File: config.mk
export PLATFORM = sky130hd
export DESIGN_NAME = muldiv_unit_flat
export DESIGN_NICKNAME = d
export VERILOG_FILES = /design/src/rtl/muldiv_unit_if.sv /design/src/rtl/muldiv_unit.sv /design/src/flat_wrapper.sv
export SDC_FILE = /design/constraint.sdc
export NUM_CORES = 1
export LEC_CHECK = 0
export ABC_AREA = 0
export ABC_CLOCK_PERIOD_IN_PS = 5400
export CAP_MARGIN = 10
export CORE_UTILIZATION = 32
export DETAILED_ROUTE_END_ITERATION = 7
export PLACE_DENSITY_LB_ADDON = 0.3
export SETUP_SLACK_MARGIN = 0.15
export SLEW_MARGIN = 40
export SYNTH_ARGS = -nofsm -noshare
export SYNTH_HDL_FRONTEND = slang
export SYNTH_SLANG_ARGS = --single-unit
File: constraint.sdc
create_clock -name clk -period 5.4 [get_ports clk]
set_input_delay 0.81 -clock clk [delete_from_list [all_inputs] [get_ports clk]]
set_output_delay 0.81 -clock clk [all_outputs]
set_load 0.05 [all_outputs]
File: src/rtl/muldiv_unit_if.sv
// Operand/result bundle between the ALU operand stage and the multiply/divide unit.
// No latency of its own; wires only.
// Backpressure: the core holds off new requests while busy is high.
interface muldiv_unit_if #(
    parameter int XLEN = 32
);
    logic            start;
    logic            kill;
    logic [2:0]      funct3;
    logic [XLEN-1:0] a_alu;
    logic [XLEN-1:0] b_alu;
    logic            busy;
    logic            done;
    logic [XLEN-1:0] result;

    // Core side: issues operations, observes completion
    modport master (
        output start, kill, funct3, a_alu, b_alu,
        input  busy, done, result
    );

    // Unit side
    modport slave (
        input  start, kill, funct3, a_alu, b_alu,
        output busy, done, result
    );
endinterface

File: src/rtl/muldiv_unit.sv
// Iterative RV32M multiply/divide: shift-add multiply, restoring divide, one bit per cycle.
// Latency: accepting edge to result edge is XLEN+1 edges for every op, including special cases.
// Backpressure: start is only looked at in IDLE; requests while busy are dropped, kill aborts.
module muldiv_unit #(
    parameter int XLEN = 32
) (
    input  logic          clk,
    input  logic          rst_n,
    muldiv_unit_if.slave  bus
);
    localparam int CW = $clog2(XLEN + 1);
    localparam logic [XLEN-1:0] MOST_NEG = {1'b1, {(XLEN-1){1'b0}}};

    typedef enum logic [1:0] {S_IDLE, S_CALC, S_DONE} state_t;

    state_t            state_q;
    logic [2:0]        funct3_q;
    logic [XLEN-1:0]   a_q;        // original operands, kept for the special-case overrides
    logic [XLEN-1:0]   b_q;
    logic [XLEN-1:0]   mag_b_q;    // multiplicand or divisor magnitude
    logic [2*XLEN-1:0] acc_q;      // mul: {partial product, multiplier}; div: {remainder, quotient}
    logic [CW-1:0]     cnt_q;
    logic              neg_q;      // sign of product / quotient
    logic              rneg_q;     // sign of remainder
    logic              busy_q;
    logic              done_q;
    logic [XLEN-1:0]   result_q;

    logic              a_signed, b_signed, a_neg, b_neg;
    logic [XLEN-1:0]   mag_a, mag_b;
    logic [XLEN:0]     mul_sum, div_shift, div_diff;
    logic [2*XLEN-1:0] acc_d;
    logic [2*XLEN-1:0] prod;
    logic [XLEN-1:0]   quo, rem, quo_s, rem_s;
    logic              div0, ovf;
    logic [XLEN-1:0]   result_d;

    // Decode signedness of the incoming request and take operand magnitudes
    always_comb begin
        a_signed = (bus.funct3 == 3'b001) || (bus.funct3 == 3'b010) ||
                   (bus.funct3 == 3'b100) || (bus.funct3 == 3'b110);
        b_signed = (bus.funct3 == 3'b001) || (bus.funct3 == 3'b100) ||
                   (bus.funct3 == 3'b110);
        a_neg    = a_signed & bus.a_alu[XLEN-1];
        b_neg    = b_signed & bus.b_alu[XLEN-1];
        mag_a    = a_neg ? -bus.a_alu : bus.a_alu;
        mag_b    = b_neg ? -bus.b_alu : bus.b_alu;
    end

    // One iteration of either shift-add multiply or restoring divide
    always_comb begin
        mul_sum   = {1'b0, acc_q[2*XLEN-1:XLEN]} + {1'b0, mag_b_q};
        div_shift = {acc_q[2*XLEN-1:XLEN], acc_q[XLEN-1]};
        div_diff  = div_shift - {1'b0, mag_b_q};
        acc_d     = acc_q;
        if (funct3_q[2]) begin
            // Negative trial difference means the divisor did not fit: restore
            if (div_diff[XLEN])
                acc_d = {div_shift[XLEN-1:0], acc_q[XLEN-2:0], 1'b0};
            else
                acc_d = {div_diff[XLEN-1:0], acc_q[XLEN-2:0], 1'b1};
        end else begin
            if (acc_q[0])
                acc_d = {mul_sum, acc_q[XLEN-1:1]};
            else
                acc_d = {1'b0, acc_q[2*XLEN-1:1]};
        end
    end

    // Sign fix-up and special-case overrides applied when entering DONE
    always_comb begin
        prod  = neg_q ? -acc_q : acc_q;
        quo   = acc_q[XLEN-1:0];
        rem   = acc_q[2*XLEN-1:XLEN];
        quo_s = neg_q ? -quo : quo;
        rem_s = rneg_q ? -rem : rem;
        div0  = (b_q == '0);
        ovf   = !funct3_q[0] && (a_q == MOST_NEG) && (b_q == '1);
        result_d = '0;
        case (funct3_q)
            3'b000:  result_d = prod[XLEN-1:0];
            3'b001,
            3'b010,
            3'b011:  result_d = prod[2*XLEN-1:XLEN];
            3'b100:  result_d = div0 ? '1 : (ovf ? MOST_NEG : quo_s);
            3'b101:  result_d = div0 ? '1 : quo;
            3'b110:  result_d = div0 ? a_q : (ovf ? '0 : rem_s);
            default: result_d = div0 ? a_q : rem;
        endcase
    end

    // Control FSM with registered busy/done/result
    always_ff @(posedge clk) begin
        if (!rst_n) begin
            state_q  <= S_IDLE;
            funct3_q <= '0;
            a_q      <= '0;
            b_q      <= '0;
            mag_b_q  <= '0;
            acc_q    <= '0;
            cnt_q    <= '0;
            neg_q    <= 1'b0;
            rneg_q   <= 1'b0;
            busy_q   <= 1'b0;
            done_q   <= 1'b0;
            result_q <= '0;
        end else begin
            case (state_q)
                S_IDLE: begin
                    done_q <= 1'b0;
                    if (bus.start && !bus.kill) begin
                        funct3_q <= bus.funct3;
                        a_q      <= bus.a_alu;
                        b_q      <= bus.b_alu;
                        mag_b_q  <= mag_b;
                        acc_q    <= {{XLEN{1'b0}}, mag_a};
                        neg_q    <= a_neg ^ b_neg;
                        rneg_q   <= a_neg;
                        cnt_q    <= '0;
                        busy_q   <= 1'b1;
                        state_q  <= S_CALC;
                    end
                end
                S_CALC: begin
                    if (bus.kill) begin
                        busy_q  <= 1'b0;
                        done_q  <= 1'b0;
                        state_q <= S_IDLE;
                    end else if (cnt_q == CW'(XLEN)) begin
                        result_q <= result_d;
                        done_q   <= 1'b1;
                        state_q  <= S_DONE;
                    end else begin
                        acc_q <= acc_d;
                        cnt_q <= cnt_q + CW'(1);
                    end
                end
                default: begin
                    busy_q  <= 1'b0;
                    done_q  <= 1'b0;
                    state_q <= S_IDLE;
                end
            endcase
        end
    end

    assign bus.busy   = busy_q;
    assign bus.done   = done_q;
    assign bus.result = result_q;
endmodule
File: src/flat_wrapper.sv
// flat-port wrapper written by rule: the top's interface ports become plain ports
module muldiv_unit_flat 
#(
    parameter int XLEN = 32
)
  (clk, rst_n, bus_start, bus_kill, bus_funct3, bus_a_alu, bus_b_alu, bus_busy, bus_done, bus_result);
  muldiv_unit_if #(.XLEN(XLEN)) bus_i ();
  input  logic clk;
  input  logic rst_n;
  input wire logic [$bits(bus_i.start)-1:0] bus_start;
  input wire logic [$bits(bus_i.kill)-1:0] bus_kill;
  input wire logic [$bits(bus_i.funct3)-1:0] bus_funct3;
  input wire logic [$bits(bus_i.a_alu)-1:0] bus_a_alu;
  input wire logic [$bits(bus_i.b_alu)-1:0] bus_b_alu;
  output wire logic [$bits(bus_i.busy)-1:0] bus_busy;
  output wire logic [$bits(bus_i.done)-1:0] bus_done;
  output wire logic [$bits(bus_i.result)-1:0] bus_result;
  assign bus_i.start = bus_start;
  assign bus_i.kill = bus_kill;
  assign bus_i.funct3 = bus_funct3;
  assign bus_i.a_alu = bus_a_alu;
  assign bus_i.b_alu = bus_b_alu;
  assign bus_busy = bus_i.busy;
  assign bus_done = bus_i.done;
  assign bus_result = bus_i.result;
  muldiv_unit #(.XLEN(XLEN)) u_core (.clk(clk), .rst_n(rst_n), .bus(bus_i));
endmodule
==> impl_metrics.json, run 1 <==
{
  "run_status": "finished, violations left",
  "violations": "DRC",
  "syn_area_sq_um": 17200,
  "yosysUniqueCellTypes": 84,
  "cp-start-kind": "flip-flop",
  "cp-end-kind": "flip-flop",
  "drc": 2,
  "wl_per_cell_um": 23.9,
  "ctsHoldBuffers": 0,
  "vias": 18900,
  "area_growth_pct": 15.6,
  "placed_area_sq_um": 18900,
  "synth_top_area_cell": "dfxtp_1",
  "ys_seq_elements": 206,
  "cts_tree": "yes",
  "ant_nets": 0,
  "core_area_sq_um": 52800,
  "tightest_slew_ps": 911,
  "final.min_clock_period_ps": 4100,
  "dr_wl_met3_mm": 6.93,
  "overflow": 0,
  "dp_hpwl_mm": 55.2,
  "cts_setup_buffers": 0,
  "finalSetupViolations": 0,
  "dieWidth_um": 234,
  "async_flop_share_pct": 0,
  "final_max_slew_viol_count": 0,
  "period_share_pct": 76.0,
  "cts_root_buf": "clkbuf_16",
  "n_antenna_cell": 0,
  "met1_length_mm": 32.8,
  "worstSkewPairLatency_ps": 570,
  "slowest_delay_ps": 570,
  "vdd_drop_max_v": 0.000218,
  "grt_max_degree": 116,
  "worstPathMaxFanout": 24,
  "yosysTopAreaCellShare_pct": 24.0,
  "hold_viol": 0,
  "rows": 84,
  "syn_nets": 2532,
  "avgViaCountPerCell": 6.10,
  "clk_pin_slew_ps": 60,
  "holdCritPathClass": "reg -> reg",
  "path_class": "reg -> reg",
  "io_pins": 105,
  "cp_cell_sequence": "inv_1 > ha_1 > fa_1 > nor2b_1 > o211ai_1 > a31oi_1 > o2111ai_1 > nand4b_1 > nand3_1 > nand2_2 > o311ai_0 > a32o_1",
  "htreeDepth": 1,
  "numCtsBuffers": 26,
  "cts_sinks": 206,
  "dieArea_sq_um": 54600,
  "highest_layer": "met4",
  "nNetsFinal": 2536,
  "gp_congestion": 0.991,
  "seq_area_frac_synth_pct": 24.0,
  "power_density_nw_per_um2": 245,
  "clk_path_buf_depth": 3,
  "synth_edf_count": 0,
  "yosys_warnings": 0,
  "grt_pass1_wl_mm": 111,
  "maxCapViolCount": 0,
  "die_height_um": 234,
  "mostFrequentLayoutCells": "nand2_1, a21oi_1, dfxtp_1",
  "synth.area.top_cells": "dfxtp_1, nand2_1, a21oi_1, o21ai_0, ha_1",
  "required_ps": 5850,
  "drive_above_1_share_pct": 6.76,
  "worst_path_max_delay_cell": "nand2_2",
  "routed_wl_mm": 74.1,
  "fin_area_sq_um": 19900,
  "io_buffer_count": 104,
  "ctsResizeCount": 0,
  "drt_first_iter_violations": 2108,
  "skew_ps": 13.3,
  "grt_pass1_vias": 17500,
  "fmax_ghz": 0.244,
  "routed-wl-met2_mm": 31.7,
  "crit_family": "compound AO/OA/AOI/OAI gates",
  "syn_area_per_cell_sq_um": 7.19,
  "grt_usage_pct": 26.5,
  "synthFlopType": "dfxtp_1",
  "first_pass_iters": 7,
  "final_common_cell": "nand2_1",
  "worst-path-buf-inv": 1,
  "start_util_pct": 32.6,
  "slew_headroom_pct": 39.3,
  "synthCells": 2389,
  "rsz0062_at_grt": "no",
  "antenna_found_initial": 1,
  "fin_setup_tns_ps": 0,
  "worstPathArrival_ps": 4560,
  "leakagePower_nw": 7.38
}
[power by group]
group / switching [mW] / total, mW / internal [mW]
registers: 0.122 / 1.70 / 1.58
logic: 0.705 / 1.12 / 0.411
clock network: 0.739 / 2.04 / 1.30
total: 1.57 / 4.86 / 3.30
[per-stage QoR]
stage | hold WS [ps] | std cells | power, mW | utilization, % | setup slack, ps
after detailed placement | 447 | 3053 | 2.81 | 35.8 | 1120
final | 453 | 3100 | 4.86 | 37.6 | 1300
after global routing | 488 | 3100 | 5.04 | 37.6 | 992
after CTS | 459 | 3100 | 4.86 | 37.6 | 1380
after floorplan | 444 | 2389 | 2.41 | - | 2030
after global placement | 443 | 3053 | 2.81 | 35.7 | 1200
[area by class of cell]
cell class	count	area (sq um)
multi-input combinational	1941	12200
inverter	63	239
sequential	206	4130
clock inverter	16	289
timing repair buffer	155	1440
tap	688	861
fill	5513	32900
clock buffer	31	701
[kinds of logic (layout without fill, tap and decap cells)]
group | after synthesis | after routing | synth area share (%)
multiplexers | 28 | 28 | 1.72
AND/OR/NAND/NOR | 816 | 816 | 22.6
AO/OA/AOI/OAI | 852 | 852 | 32.1
buffers and inverters | 242 | 265 | 5.37
adder cells (fa/ha/maj) | 72 | 72 | 5.33
XOR/XNOR | 173 | 173 | 8.82
flip-flops | 206 | 206 | 24.0
[synthesized netlist by cell type (16+ instances only)]
cell type and instances:
nand2_1 348, and3_1 19, and2_1 25, nor2_1 158
xnor2_1 83, o211ai_1 37, xor2_1 90, a221oi_1 21
dfxtp_1 206, a21o_1 40, or4_1 16, mux2i_1 16
or3_1 19, o21a_1 20, ha_1 70, a311oi_1 24
o21ai_0 195, nor2b_1 19, nor3_1 42, a211oi_1 89
inv_1 63, or2_2 16, nand3_1 41, clkbuf_1 160
a22o_1 16, a21oi_1 240, nor4_1 27, nand2b_1 21
nand4_1 19, a31oi_1 24, o31ai_1 22
[registers in the layout (all words and copies together), names as in the netlist]
register           count
u_core.acc_q          64
u_core.state_q         2
u_core.b_q            31
u_core.a_q            32
u_core.cnt_q           6
u_core.mag_b_q        32
u_core.rneg_q          1
u_core.funct3_q        3
u_core.neg_q           1
u_core.bus.result     32
u_core.bus.done        1
u_core.bus.busy        1
[worst paths after layout]
| kind | start | end | slack (ps) | cells after the start |
|---|---|---|---|---|
| setup reg to reg | u_core.acc_q[31]$_SDFFE_PN0P_ | u_core.acc_q[52]$_SDFFE_PN0P_ | 1300 | 12 |
| hold reg to reg | u_core.bus.result[13]$_SDFFE_PN0P_ | u_core.bus.result[13]$_SDFFE_PN0P_ | 450 | 2 |
| hold / removal | u_core.bus.result[13]$_SDFFE_PN0P_ | u_core.bus.result[13]$_SDFFE_PN0P_ | 450 | 2 |
| setup / recovery | u_core.acc_q[31]$_SDFFE_PN0P_ | u_core.acc_q[52]$_SDFFE_PN0P_ | 1300 | 12 |
[routing by layer]
layer | up-vias | track usage [%]
li1 | 8772 | -
met1 | 9063 | 36.9
met2 | 954 | 40.7
met3 | 120 | 4.41
met4 | 0 | 9.76
met5 | - | 0
[worst reg2reg max path, delay by kind of cell (launching register included)]
family | cells | cell delay, ps
AOI/OAI and AO/OA | 5 | 1320
DFF | 1 | 520
and+or+nand+nor | 4 | 1290
adders and majority gates | 2 | 660
buffers and inverters | 1 | 220
Note: power is estimated with default switching activity, not from simulation.
==> inputs of run 2 (changes only) <==
--- a/config.mk
+++ b/config.mk
@@ -6,7 +6,7 @@
 export NUM_CORES = 1
 export LEC_CHECK = 0
 export ABC_AREA = 0
-export ABC_CLOCK_PERIOD_IN_PS = 5400
+export ABC_CLOCK_PERIOD_IN_PS = 4050
 export CAP_MARGIN = 10
 export CORE_UTILIZATION = 32
 export DETAILED_ROUTE_END_ITERATION = 7
==> constraint.sdc (replaced) <==
create_clock -name clk -period 4.05 [get_ports clk]
set_input_delay 0.6075 -clock clk [delete_from_list [all_inputs] [get_ports clk]]
set_output_delay 0.6075 -clock clk [all_outputs]
set_load 0.05 [all_outputs]
==> run 2 against run 1 <==
  * The run now ends clean
  * Non-clock buffer count increased by 75
  * Clock skew is 13 ps higher
  * Global-route usage is 0.096 points lower
  * Power up 28%
  * Largest power group unchanged
  * Count of clock-buffer cells in the layout rose by 4
  * Critical path type unchanged
==> impl_metrics.json, run 2 (synthesized netlist as in run 1, its figures left out) <==
{
  "layout_setup_ws_ps": 232,
  "slew_headroom_pct": 47.5,
  "hold_viol": 0,
  "tightest_slew_ps": 781,
  "area_growth_pct": 18.2,
  "cts_sinks": 206,
  "run_status": "completed",
  "holdCritPathClass": "reg -> reg",
  "mostFrequentLayoutCells": "nand2_1, a21oi_1, dfxtp_1",
  "clk_path_buf_depth": 3,
  "overflow": 0,
  "vdd_drop_max_v": 0.000298,
  "rsz0062_at_grt": "no",
  "gp_congestion": 1.03,
  "ant_nets": 0,
  "cts_root_buf": "clkbuf_16",
  "ctsResizeCount": 0,
  "cts_tree": "yes",
  "htreeDepth": 1,
  "drt_first_iter_violations": 2216,
  "avgViaCountPerCell": 6.02,
  "drc": 0,
  "power_density_nw_per_um2": 306,
  "routed_wl_mm": 74.0,
  "start_util_pct": 32.6,
  "dieArea_sq_um": 54600,
  "final_max_slew_viol_count": 0,
  "dp_hpwl_mm": 56.1,
  "final.min_clock_period_ps": 3820,
  "maxCapViolCount": 0,
  "final_common_cell": "nand2_1",
  "nNetsFinal": 2610,
  "worstPathMaxFanout": 4,
  "worstSkewPairLatency_ps": 580,
  "drive_above_1_share_pct": 9.38,
  "first_pass_iters": 8,
  "dp_worst_setup_slack_ps": 240,
  "finalSetupViolations": 0,
  "rows": 84,
  "fin_setup_tns_ps": 0,
  "hold_slack_ps": 462,
  "power_mw": 6.22,
  "grt_usage_pct": 26.4,
  "worstPathArrival_ps": 4240,
  "leakagePower_nw": 7.70,
  "numCtsBuffers": 25,
  "grt_max_degree": 115,
  "antenna_found_initial": 1,
  "ctsHoldBuffers": 0,
  "path_class": "reg -> reg",
  "period_share_pct": 94.3,
  "io_buffer_count": 104,
  "fmax_ghz": 0.262,
  "dieWidth_um": 234,
  "wl_per_cell_um": 23.3,
  "regMostFlops": "u_core.acc_q",
  "die_height_um": 234,
  "final_util_pct": 38.5,
  "n_antenna_cell": 0,
  "clk_pin_slew_ps": 60,
  "cp-start-kind": "flip-flop",
  "core_area_sq_um": 52800,
  "grt_pass1_wl_mm": 111,
  "required_ps": 4470,
  "cp-end-kind": "flip-flop",
  "skew_ps": 26.8,
  "cts_setup_buffers": 0,
  "vias": 19100,
  "grt_pass1_vias": 18000,
  "io_pins": 105,
  "largest_register_ff_count": 64
}
==> run 2: worst paths after layout <==
check | start | slack, ps | end | cells after the start
min | u_core.bus.result[1]$_SDFFE_PN0P_ | 460 | u_core.bus.result[1]$_SDFFE_PN0P_ | 2
max reg2reg | u_core.a_q[24]$_SDFFE_PN0P_ | 230 | u_core.bus.result[20]$_SDFFE_PN0P_ | 9
max | u_core.a_q[24]$_SDFFE_PN0P_ | 230 | u_core.bus.result[20]$_SDFFE_PN0P_ | 9
min reg2reg | u_core.bus.result[1]$_SDFFE_PN0P_ | 460 | u_core.bus.result[1]$_SDFFE_PN0P_ | 2
==> run 2: routing by layer <==
layer	share of wire [%]	GRT usage, %	wire [um]	vias to the layer above
met2	43	40.4	31800	921
met4	3.9	10.2	2890	0
li1	-	-	-	8912
met1	44	36.7	32900	9132
met5	0	0	0	-
met3	8.7	4.45	6460	133
==> run 2: through the flow <==
step,cell area (sq um),std cells
finish,20300,3173
global route,20300,3173
CTS,20300,3173
detailed placement,19400,3128
global placement,19400,3128
floorplan,17200,2389
==> run 2: layout make-up <==
| type | instances | area [sq um] |
|---|---|---|
| flip-flops and latches | 206 | 4130 |
| multi-input cells | 1941 | 12200 |
| clock buffers | 35 | 733 |
| well taps | 688 | 861 |
| repair buffers | 230 | 2020 |
| inverters | 63 | 239 |
| clock inverters | 10 | 135 |
| fillers | 5509 | 32500 |
==> run 2: critical path, cell delays in order, from the launching register on <==
cell       delay, ps
dfxtp_1          410
or4b_2           720
nor4_1           410
nand4_1          330
o21ai_1          450
or2_2            290
o211ai_1         110
a2111oi_0        680
buf_4            220
a211oi_1          40
==> run 2: where the power goes <==
part           switching [mW]  internal (mW)  leakage [nW]
registers               0.118           2.11          1.68
logic                   0.988          0.598          5.61
clock network            1.01           1.40         0.409
==> RTL change, RTL diff (config.mk and constraints of run 2) <==
One comparison of `cnt_q` changes from == to >=.
--- a/src/rtl/muldiv_unit.sv
+++ b/src/rtl/muldiv_unit.sv
@@ -126,7 +126,7 @@
                         busy_q  <= 1'b0;
                         done_q  <= 1'b0;
                         state_q <= S_IDLE;
-                    end else if (cnt_q == CW'(XLEN)) begin
+                    end else if (cnt_q >= CW'(XLEN)) begin
                         result_q <= result_d;
                         done_q   <= 1'b1;
                         state_q  <= S_DONE;
Formal check against the unedited RTL: no difference found for any inputs over 4 cycles, from zero or initial values and one cycle with rst_n low; that may be too few to reach the edited logic, so the function may still have changed.
==> RTL change against run 2 <==
- die area rose by 2.7%
- sequential share of layout area fell by 0.28 points
- cell area rose by 1.4%
- total power rose by 0.18%
- sequential cell count did not move
- area after synthesis rose by 2.8%
- synthesized cell count rose by 2.1%
- hold slack got worse by 22 ps
- critical path type unchanged
- worst setup slack improved by 9.2 ps
- critical path depth rose by 1
- wire length rose by 5.6%
- cell count rose by 1.0%
==> RTL change: results (changes against run 2) <==
.. list-table::
   :header-rows: 1

   * - Metric
     - Value
   * - Met3 routing resource usage after global routing
     - 0.0471 (was 0.0445)
   * - Distinct cell type count of the synthesized netlist
     - 80 (was 84)
   * - Area used by multi-input combinational logic
     - 0.0126 mm2 (was 0.0122 mm2)
   * - Launching element of the worst setup path
     - u_core.acc_q[17] (was u_core.a_q[24])
   * - Wire length after detailed routing
     - 78200 um (was 74000 um)
   * - Via count of the routed design
     - 19498 (was 19098)
   * - Met1 usage in global routing
     - 0.372 (was 0.367)
   * - Worst Tran Pin Value
     - 847 ps (was 781 ps)
   * - Dpl hpwl
     - 58800 um (was 56100 um)
   * - Adder and majority cell fraction of the synthesized area
     - 0.0519 (was 0.0533)
   * - Max Fanout on Critical Path
     - 12 (was 4)
   * - Static leakage
     - 7.84 nW (was 7.70 nW)
   * - Antenna cell count
     - 1 (was 0)
   * - Multi-input combinational cell count
     - 1975 (was 1941)
   * - Routed metal-1 wirelength
     - 34400 um (was 32900 um)
   * - Synth top area cells
     - sky130_fd_sc_hd__dfxtp_1, sky130_fd_sc_hd__nand2_1, sky130_fd_sc_hd__o21ai_0, sky130_fd_sc_hd__xnor2_1, sky130_fd_sc_hd__ha_1 (was sky130_fd_sc_hd__dfxtp_1, sky130_fd_sc_hd__nand2_1, sky130_fd_sc_hd__a21oi_1, sky130_fd_sc_hd__o21ai_0, sky130_fd_sc_hd__ha_1)
   * - Delay of the slowest cell on the worst path
     - 640 ps (was 720 ps)
   * - Peak supply drop
     - 0.000251 V (was 0.000298 V)
   * - Global-route usage over all layers
     - 0.269 (was 0.264)
   * - Detail Route met2 WL
     - 33100 um (was 31800 um)
   * - Status
     - finished, final reports clean (unchanged)
   * - DRC violation total after the first TritonRoute iteration
     - 2257 (was 2216)
   * - Max stage delay cell, worst path
     - sky130_fd_sc_hd__or4_1 (was sky130_fd_sc_hd__or4b_2)
   * - Fill cells
     - 5589 (was 5509)
   * - Critical Path End
     - u_core.bus.result[19] (was u_core.bus.result[20])
   * - TritonCTS Buffers
     - 26 (was 25)
RTL change: changes by cell type after synthesis, sizes merged, moves of 13 or more:
cell,before,now
a211oi,89,25
a311oi,24,7
mux2i,16,65
o211a,8,21
a21boi,10,96
nand2,348,439
nor2,158,121
a21oi,240,163
a21o,40,25
xnor2,83,105
RTL change: cell families (layout without fill, tap and decap cells):
| logic type | after synthesis | after routing |
|---|---|---|
| and+or+nand+nor | 839 | 839 |
| buffers and inverters | 257 | 328 |
| DFF | 206 | 206 |
| AOI/OAI and AO/OA | 805 | 805 |
| muxes | 73 | 73 |
| other | 0 | 1 |
| adders and majority gates | 72 | 72 |
| xor gates and xnor gates | 186 | 186 |
RTL change: power groups by stage:
| stage | combinational [mW] | clock (mW) | sequential (mW) |
|---|---|---|---|
| 6_report | 1.57 | 2.42 | 2.24 |
| 5_1_grt | 1.68 | 2.54 | 2.25 |
| 4_1_cts | 1.53 | 2.46 | 2.23 |
| 3_5_place_dp | 1.52 | 0 | 2.28 |
| 3_3_place_gp | 1.52 | 0 | 2.28 |
| 2_1_floorplan | 1.00 | 0 | 2.21 |
RTL change: how the worst min path moves through the flow:
stage	to	startpoint	cells past startpoint
3_5_place_dp	u_core.bus.result[19]	u_core.bus.result[19]	2
4_1_cts	u_core.bus.result[19]	u_core.bus.result[19]	2
5_1_grt	u_core.bus.result[19]	u_core.bus.result[19]	2
3_3_place_gp	u_core.bus.result[19]	u_core.bus.result[19]	2
2_1_floorplan	u_core.b_q[28]	u_core.b_q[28]	2
6_report	u_core.bus.result[19]	u_core.bus.result[19]	2
RTL change: per-stage QoR:
step | std cells | util
after floorplan | 2438 | -
after global placement | 3157 | 0.364
after detailed placement | 3157 | 0.364
after CTS | 3205 | 0.380
after global routing | 3205 | 0.380
final | 3206 | 0.380
